[config.mk]
export PLATFORM = sky130hd
export DESIGN_NAME = li_expander
export DESIGN_NICKNAME = d
export VERILOG_FILES = /design/src/rtl/li_expander.sv
export SDC_FILE = /design/constraint.sdc
export NUM_CORES = 1
export LEC_CHECK = 0
export CORE_UTILIZATION = 35
export DETAILED_ROUTE_END_ITERATION = 8
export GPL_TIMING_DRIVEN = 0
export PLACE_DENSITY_LB_ADDON = 0.05
export SLEW_MARGIN = 20
export SYNTH_ARGS = -nofsm -noshare
export SYNTH_HDL_FRONTEND = slang
export SYNTH_SLANG_ARGS = --single-unit
[constraint.sdc]
create_clock -name clk -period 2.65 [get_ports clk]
set_clock_uncertainty 0.1 [all_clocks]
set_input_delay 0.6625 -clock clk [delete_from_list [all_inputs] [get_ports clk]]
set_output_delay 0.6625 -clock clk [all_outputs]
set_load 0.005 [all_outputs]
[src/rtl/li_expander.sv]
// Expands "li rd, imm32" into one or two RISC-V words (LUI and/or ADDI)
// and streams them out over a registered valid/ready interface.
module li_expander #(
  parameter bit OPT_SHORT = 1'b1,
  parameter bit NOP_ON_X0 = 1'b1
) (
  input  logic        clk,
  input  logic        reset,
  input  logic        req_valid_i,
  output logic        req_ready_o,
  input  logic [31:0] imm_value_i,
  input  logic [4:0]  rd_i,
  output logic        instr_valid_o,
  input  logic        instr_ready_i,
  output logic [31:0] instr_o,
  output logic        last_o
);

  typedef enum logic [1:0] {IDLE, EMIT1, EMIT2} state_t;

  state_t      state_q, state_d;
  logic [31:0] instr_q, instr_d;
  logic [31:0] addi_q, addi_d;
  logic        last_q, last_d;
  logic        valid_q, valid_d;
  logic        taken;

  // Upper field absorbs the sign of the low 12 bits; the add wraps mod 2^20.
  function automatic logic [19:0] hi_field(input logic [31:0] imm);
    return imm[31:12] + {19'd0, imm[11]};
  endfunction

  function automatic logic [31:0] enc_lui(input logic [19:0] hi, input logic [4:0] rd);
    return {hi, rd, 7'h37};
  endfunction

  function automatic logic [31:0] enc_addi(input logic [11:0] lo, input logic [4:0] rs1,
                                           input logic [4:0] rd);
    return {lo, rs1, 3'b000, rd, 7'h13};
  endfunction

  assign taken = valid_q && instr_ready_i;

  always_comb begin
    state_d = state_q;
    instr_d = instr_q;
    addi_d  = addi_q;
    last_d  = last_q;
    valid_d = valid_q;
    unique case (state_q)
      IDLE: begin
        if (req_valid_i) begin
          state_d = EMIT1;
          valid_d = 1'b1;
          addi_d  = enc_addi(imm_value_i[11:0], rd_i, rd_i);
          if (NOP_ON_X0 && (rd_i == 5'd0)) begin
            instr_d = 32'h0000_0013;
            last_d  = 1'b1;
          end else if (OPT_SHORT && ((&imm_value_i[31:11]) || !(|imm_value_i[31:11]))) begin
            instr_d = enc_addi(imm_value_i[11:0], 5'd0, rd_i);
            last_d  = 1'b1;
          end else if (OPT_SHORT && (imm_value_i[11:0] == 12'd0)) begin
            instr_d = enc_lui(hi_field(imm_value_i), rd_i);
            last_d  = 1'b1;
          end else begin
            instr_d = enc_lui(hi_field(imm_value_i), rd_i);
            last_d  = 1'b0;
          end
        end
      end
      EMIT1: begin
        if (taken) begin
          if (last_q) begin
            state_d = IDLE;
            valid_d = 1'b0;
            last_d  = 1'b0;
          end else begin
            // Second word follows the first handshake with no bubble.
            state_d = EMIT2;
            instr_d = addi_q;
            last_d  = 1'b1;
          end
        end
      end
      EMIT2: begin
        if (taken) begin
          state_d = IDLE;
          valid_d = 1'b0;
          last_d  = 1'b0;
        end
      end
      default: begin
        state_d = IDLE;
        valid_d = 1'b0;
        last_d  = 1'b0;
      end
    endcase
  end

  always_ff @(posedge clk) begin
    if (!reset) begin
      state_q <= IDLE;
      instr_q <= 32'd0;
      last_q  <= 1'b0;
      valid_q <= 1'b0;
    end else begin
      state_q <= state_d;
      instr_q <= instr_d;
      last_q  <= last_d;
      valid_q <= valid_d;
    end
  end

  // Pending ADDI is pure data; it is always reloaded before use.
  always_ff @(posedge clk) begin
    addi_q <= addi_d;
  end

  assign req_ready_o   = (state_q == IDLE);
  assign instr_valid_o = valid_q;
  assign instr_o       = instr_q;
  assign last_o        = last_q;

endmodule
==> impl_metrics.json, run 1 <==
{
  "crit_fanout": 4,
  "dieArea_um2": 7590,
  "synth_edf_count": 17,
  "maxCapViolCount": 0,
  "grtUsageTotal": 0.197,
  "first_global_vias": 2169,
  "place_inst": 453,
  "gp_congestion": 0.825,
  "internal-power_uw": 1230,
  "ant_nets": 0,
  "ir_worst_vdd_mv": 0.190,
  "syn_avg_cell_area_um2": 8.97,
  "final_common_cell": "clkdlybuf4s50_1",
  "synth_warnings": 0,
  "p_clk_frac": 0.246,
  "portBuffers": 73,
  "htreeDepth": 2,
  "overflow": 0,
  "power_switching_uw": 463,
  "drive_above_1_share": 0.0899,
  "slew_violations": 0,
  "drc_errors": 0,
  "setup_violations": 0,
  "crit_path_end_kind": "flop",
  "antenna_found_initial": 0,
  "grt_max_degree": 19,
  "antennaDiodeCount": 0,
  "drt_iter0_markers": 85,
  "worst_pin_slew_ns": 0.932,
  "finalCriticalPeriod_ns": 2.54,
  "area_growth_pct": 39.8,
  "ys.flop_type": "dfxtp_1",
  "initial_core_util": 0.367,
  "path_class": "input port to flop",
  "seqPwrFrac": 0.508,
  "die_w_um": 87.1,
  "pin_count": 76,
  "yosysSeqAreaShare": 0.446,
  "fmax_mhz": 393,
  "combPwrFrac": 0.246,
  "vias_per_cell": 5.02,
  "die_y_um": 87.1,
  "layout.nets": 410,
  "clockBufferDepth": 2,
  "max_stage_delay_ns": 0.49,
  "hpwl_um": 5350,
  "final_core_util": 0.514,
  "tritoncts": "done",
  "synthCells": 283,
  "crit_family": "simple AND/OR/NAND/NOR gates",
  "wirelength_um": 7090,
  "reg2reg_from": "state_q[0]$_SDFFE_PN0P_",
  "worstHoldStart": "instr_o[13]$_SDFFE_PN0P_",
  "crit_chain": "clkdlybuf4s50_1, ha_2, ha_2, and4_2, nor3b_4, nand3_1, xnor2_2, nor2_1, o21ai_1",
  "max_slew_margin": 0.379,
  "syn_area_um2": 2540,
  "most-common-layout-cells": "clkdlybuf4s50_1, nand2_1, dfxtp_1, nand3_1, edfxtp_1",
  "clock_latency_ns": 0.30,
  "cp-startpoint": "imm_value_i[12]",
  "period_share": 0.960,
  "grt_pass1_wl_um": 11100,
  "clk_pin_slew_ns": 0.08,
  "crit_path_frequent_cell": "ha_2",
  "switching_share": 0.273,
  "ys_ff_latch": 48,
  "post_drt_wl_per_cell_um": 15.3,
  "cts_hold_buffers": 0,
  "drtPass1Iterations": 4,
  "setup.worst_path.start_class": "input port",
  "p_per_area_nw_per_um2": 478,
  "crit_path_top_delay_cell": "clkdlybuf4s50_1",
  "required_ns": 2.75,
  "status": "finished clean",
  "leakagePower_uw": 0.00139,
  "rows": 30,
  "hold_path.class": "flop to flop",
  "synth.distinct_cells": 46,
  "cts-root-buf": "clkbuf_8",
  "synthArstFlopShare": 0,
  "vias": 2326,
  "hold_viol_final": 0,
  "instances_no_fill": 463,
  "holdWs_ns": 0.369,
  "cts_buffers": 5,
  "core_um2": 6910,
  "crit_buf_inv": 1,
  "arrival_ns": 2.64,
  "cts_sinks": 48
}
-- through the flow --
step                      power [µW]  setup TNS, ns  worst slack [ns]  instance area [µm²]
after floorplan                 1050              0             0.365                 2540
after global placement          1290          -9.52            -0.623                 3390
after detailed placement        1290          -9.71            -0.633                 3390
after CTS                       1710              0            0.0551                 3510
after global routing            1790        -0.0107          -0.00578                 3550
final                           1700              0             0.105                 3550
-- area by class of cell --
type | count | area [µm²]
Multi-Input combinational cell | 214 | 1360
Buffer | 18 | 98.8
Tap cell | 96 | 120
Fill cell | 727 | 3360
Sequential cell | 48 | 1130
Inverter | 4 | 15.0
Clock buffer | 7 | 76.3
Timing Repair Buffer | 75 | 747
Clock inverter | 1 | 3.75
-- cells in the mapped netlist, types with 2 or more instances --
library cell	number	area [µm²]
a211oi_1	2	15.0
a21boi_0	4	30.0
a21oi_1	10	50.1
a22o_1	2	17.5
and2_1	10	62.6
and3_1	2	12.5
and4_1	2	17.5
buf_2	2	10.0
buf_4	5	37.5
clkbuf_1	10	37.5
dfxtp_1	31	621
edfxtp_1	17	510
ha_1	3	37.5
inv_1	4	15.0
mux2i_1	5	50.1
nand2_1	60	225
nand2b_1	4	25.0
nand3_1	24	120
nand4_1	3	18.8
nor2_1	6	22.5
nor2b_1	2	12.5
nor4_1	8	50.1
o211a_1	5	50.1
o211ai_1	2	15.0
o21a_1	4	30.0
o21ai_0	15	75.1
o21ai_1	2	10.0
o221ai_1	6	52.6
xnor2_1	11	96.3
xor2_1	6	52.6
-- power by group through the flow --
stage / logic [µW] / registers [µW] / clock network (µW)
2_1_floorplan: 173 / 877 / 0
6_report: 418 / 861 / 417
5_1_grt: 462 / 868 / 459
4_1_cts: 417 / 862 / 434
3_3_place_gp: 411 / 877 / 0
3_5_place_dp: 414 / 879 / 0
-- state kept, by name, indices dropped and copies added, names as in the netlist --
name / cells
instr_valid_o: 1
state_q: 2
addi_q: 17
instr_o: 27
last_o: 1
-- worst register-to-register path, stage by stage (launching register included) --
cell and delay, ns:
dfxtp_1 0.32, buf_2 0.20, nor2b_1 0.15, clkbuf_1 0.30, a21oi_1 0.12, and2_1 0.22
nand3b_1 0.24, o221ai_1 0.15, and2_1 0.18
-- final timing paths --
| check | to | slack [ns] | cells past startpoint |
|---|---|---|---|
| worst max register to register | instr_o[18]$_SDFFE_PN0P_ | 0.56 | 8 |
| worst min register to register | instr_o[13]$_SDFFE_PN0P_ | 0.37 | 2 |
| worst max-delay path | instr_o[30]$_SDFFE_PN0P_ | 0.11 | 9 |
| worst min-delay path | instr_o[13]$_SDFFE_PN0P_ | 0.37 | 2 |
-- per-layer routing --
metal	vias up	share of wire	GRT usage	wire, µm
li1	1173	-	-	-
met1	1088	0.48	0.285	3420
met2	58	0.45	0.300	3160
met3	7	0.059	0.0360	419
met4	0	0.011	0.0537	80
met5	-	0	0	0
-- logic make-up (layout without fill, tap and decap cells) --
logic type / after synthesis / after routing / synth area share
muxes: 5 / 5 / 0.0197
DFF: 48 / 48 / 0.446
and+or+nand+nor: 131 / 131 / 0.267
buffers and inverters: 22 / 105 / 0.0439
xor gates and xnor gates: 17 / 17 / 0.0587
adders and majority gates: 3 / 3 / 0.0148
AOI/OAI and AO/OA: 56 / 56 / 0.149
other: 1 / 2 / 0.00148
-- repair_timing --
action                                  in CTS  in global routing
endpoints found under the setup margin      21                 16
pin swaps                                    1                  0
buffers inserted                             1                  1
gates resized for setup                      6                 12
(Power assumes the default switching activity.)
==> run 2: changes to the inputs <==
- CORE_ASPECT_RATIO: default -> 0.8
==> impl_metrics.json, run 2 (synthesized netlist as in run 1, its figures left out) <==
{
  "antennaDiodeCount": 0,
  "path_class": "input port to flop",
  "cts_sinks": 48,
  "initial_core_util": 0.365,
  "period_share": 0.959,
  "crit_path_frequent_cell": "ha_4",
  "antenna_found_initial": 0,
  "clk_pin_slew_ns": 0.09,
  "hold_depth": 2,
  "placed_area_um2": 3380,
  "setup_violations": 0,
  "hpwl_um": 5410,
  "cts-root-buf": "clkbuf_8",
  "crit_buf_inv": 1,
  "portBuffers": 73,
  "layout.nets": 410,
  "rows": 27,
  "arrival_ns": 2.62,
  "crit_chain": "clkdlybuf4s50_1, ha_4, ha_4, and4_4, nor3b_4, nand4_1, xnor2_2, mux2i_1, o21ai_0",
  "post_drt_wl_per_cell_um": 16.2,
  "p_per_area_nw_per_um2": 507,
  "combPwrFrac": 0.234,
  "slew_violations": 0,
  "reg2reg_from": "state_q[1]$_SDFFE_PN0P_",
  "cp-startpoint": "imm_value_i[12]",
  "p_clk_frac": 0.293,
  "switching_share": 0.269,
  "ff2ff_path_depth": 8,
  "rsz0062_at_grt": "no",
  "power_switching_uw": 490,
  "fmax_mhz": 394,
  "drt_iter0_markers": 96,
  "drive_above_1_share": 0.0981,
  "max_stage_delay_ns": 0.52,
  "crit_path_top_delay_cell": "clkdlybuf4s50_1",
  "wirelength_um": 7370,
  "grtUsageTotal": 0.200,
  "die_y_um": 78.2,
  "clockBufferDepth": 2,
  "crit_fanout": 4,
  "crit_family": "simple AND/OR/NAND/NOR gates",
  "internal-power_uw": 1330,
  "gp_congestion": 0.813,
  "area_growth_pct": 41.6,
  "ir_worst_vdd_mv": 0.216,
  "finalCriticalPeriod_ns": 2.54,
  "worst_pin_slew_ns": 0.882,
  "ant_nets": 0,
  "hold_viol_final": 0,
  "final_area_um2": 3590,
  "final_common_cell": "clkdlybuf4s50_1",
  "required_ns": 2.73,
  "power_uw": 1820,
  "reg2reg_to": "instr_o[15]$_SDFFE_PN0P_",
  "drc_errors": 0,
  "htreeDepth": 2,
  "worstHoldStart": "instr_o[12]$_SDFFE_PN0P_",
  "maxCapViolCount": 0,
  "pin_count": 76,
  "core_um2": 6960,
  "largest_reg_flops": 27,
  "max_slew_margin": 0.412,
  "first_global_vias": 2277,
  "cts_hold_buffers": 0,
  "grt_max_degree": 19,
  "cts_buffers": 5,
  "most-common-layout-cells": "clkdlybuf4s50_1, nand2_1, dfxtp_1, nand3_1, edfxtp_1",
  "vias_per_cell": 5.24,
  "overflow": 0,
  "grt_pass1_wl_um": 11800,
  "drtPass1Iterations": 4,
  "dieArea_um2": 7600,
  "place_ws_ns": -0.764,
  "die_w_um": 97.2,
  "status": "finished clean",
  "tritoncts": "done",
  "fin_ws_ns": 0.109,
  "min_to": "instr_o[12]$_SDFFE_PN0P_",
  "hold_path.class": "flop to flop",
  "crit_path_end_kind": "flop",
  "clock_latency_ns": 0.30,
  "final_core_util": 0.516,
  "leakagePower_uw": 0.00142,
  "seqPwrFrac": 0.473,
  "reg2reg_setup_slack_ns": 0.53,
  "setup.worst_path.start_class": "input port",
  "vias": 2380
}
## run 2: cell types whose count changed in the layout (fill, tap and decap cells not counted), sizes merged
cell	before	now
bufinv	0	1
inv	4	5
clkbuf	17	15
## run 2: final cells by class
| type | count | area (µm²) |
|---|---|---|
| fill | 678 | 3370 |
| timing repair buffer | 75 | 747 |
| clock buffer | 5 | 68.8 |
| tap | 87 | 109 |
| sequential | 48 | 1130 |
| buffer | 18 | 98.8 |
| inverter | 4 | 15.0 |
| multi-input combinational | 214 | 1380 |
| clock inverter | 3 | 41.3 |
## run 2: what timing repair did
action                                  4_1_cts  5_1_grt
setup buffers                                 1        1
resized for setup                             4       17
endpoints found under the hold margin         0        0
pin swaps                                     1        2
endpoints found under the setup margin       20       17
## run 2: worst max-delay path by stage
| stage | slack [ns] | depth (start not counted) | endpoint |
|---|---|---|---|
| 2_1_floorplan | 0.36 | 8 | instr_o[26]$_SDFFE_PN0P_ |
| 3_3_place_gp | -0.73 | 9 | instr_o[28]$_SDFFE_PN0P_ |
| 3_5_place_dp | -0.76 | 9 | instr_o[28]$_SDFFE_PN0P_ |
| 4_1_cts | 0.008 | 9 | instr_o[28]$_SDFFE_PN0P_ |
| 5_1_grt | 0.009 | 9 | instr_o[15]$_SDFFE_PN0P_ |
| 6_report | 0.11 | 9 | instr_o[26]$_SDFFE_PN0P_ |
## run 2: through the flow
stage / hold slack, ns / std cells / setup TNS (ns)
after floorplan: 0.357 / 284 / 0
after global placement: 0.362 / 444 / -9.86
after detailed placement: 0.358 / 444 / -9.97
after CTS: 0.382 / 453 / 0
after global routing: 0.431 / 454 / 0
final: 0.388 / 454 / 0
## run 2: worst min-delay path, cell delays in order (launching register included)
cell and delay (ns):
dfxtp_1 0.33, nand2_1 0.05, a21boi_0 0.07
## run 2: routing by layer
layer  track usage  routed length (µm)
met5             0                   0
met3        0.0312                 431
met2         0.302                3220
met1         0.299                3670
met4        0.0448                  40
## run 2: power by group through the flow
stage / combinational [µW] / clock [µW] / sequential, µW
floorplan: 173 / 0 / 877
global placement: 410 / 0 / 878
CTS: 417 / 544 / 862
detailed placement: 414 / 0 / 879
global route: 467 / 577 / 871
finish: 426 / 535 / 862
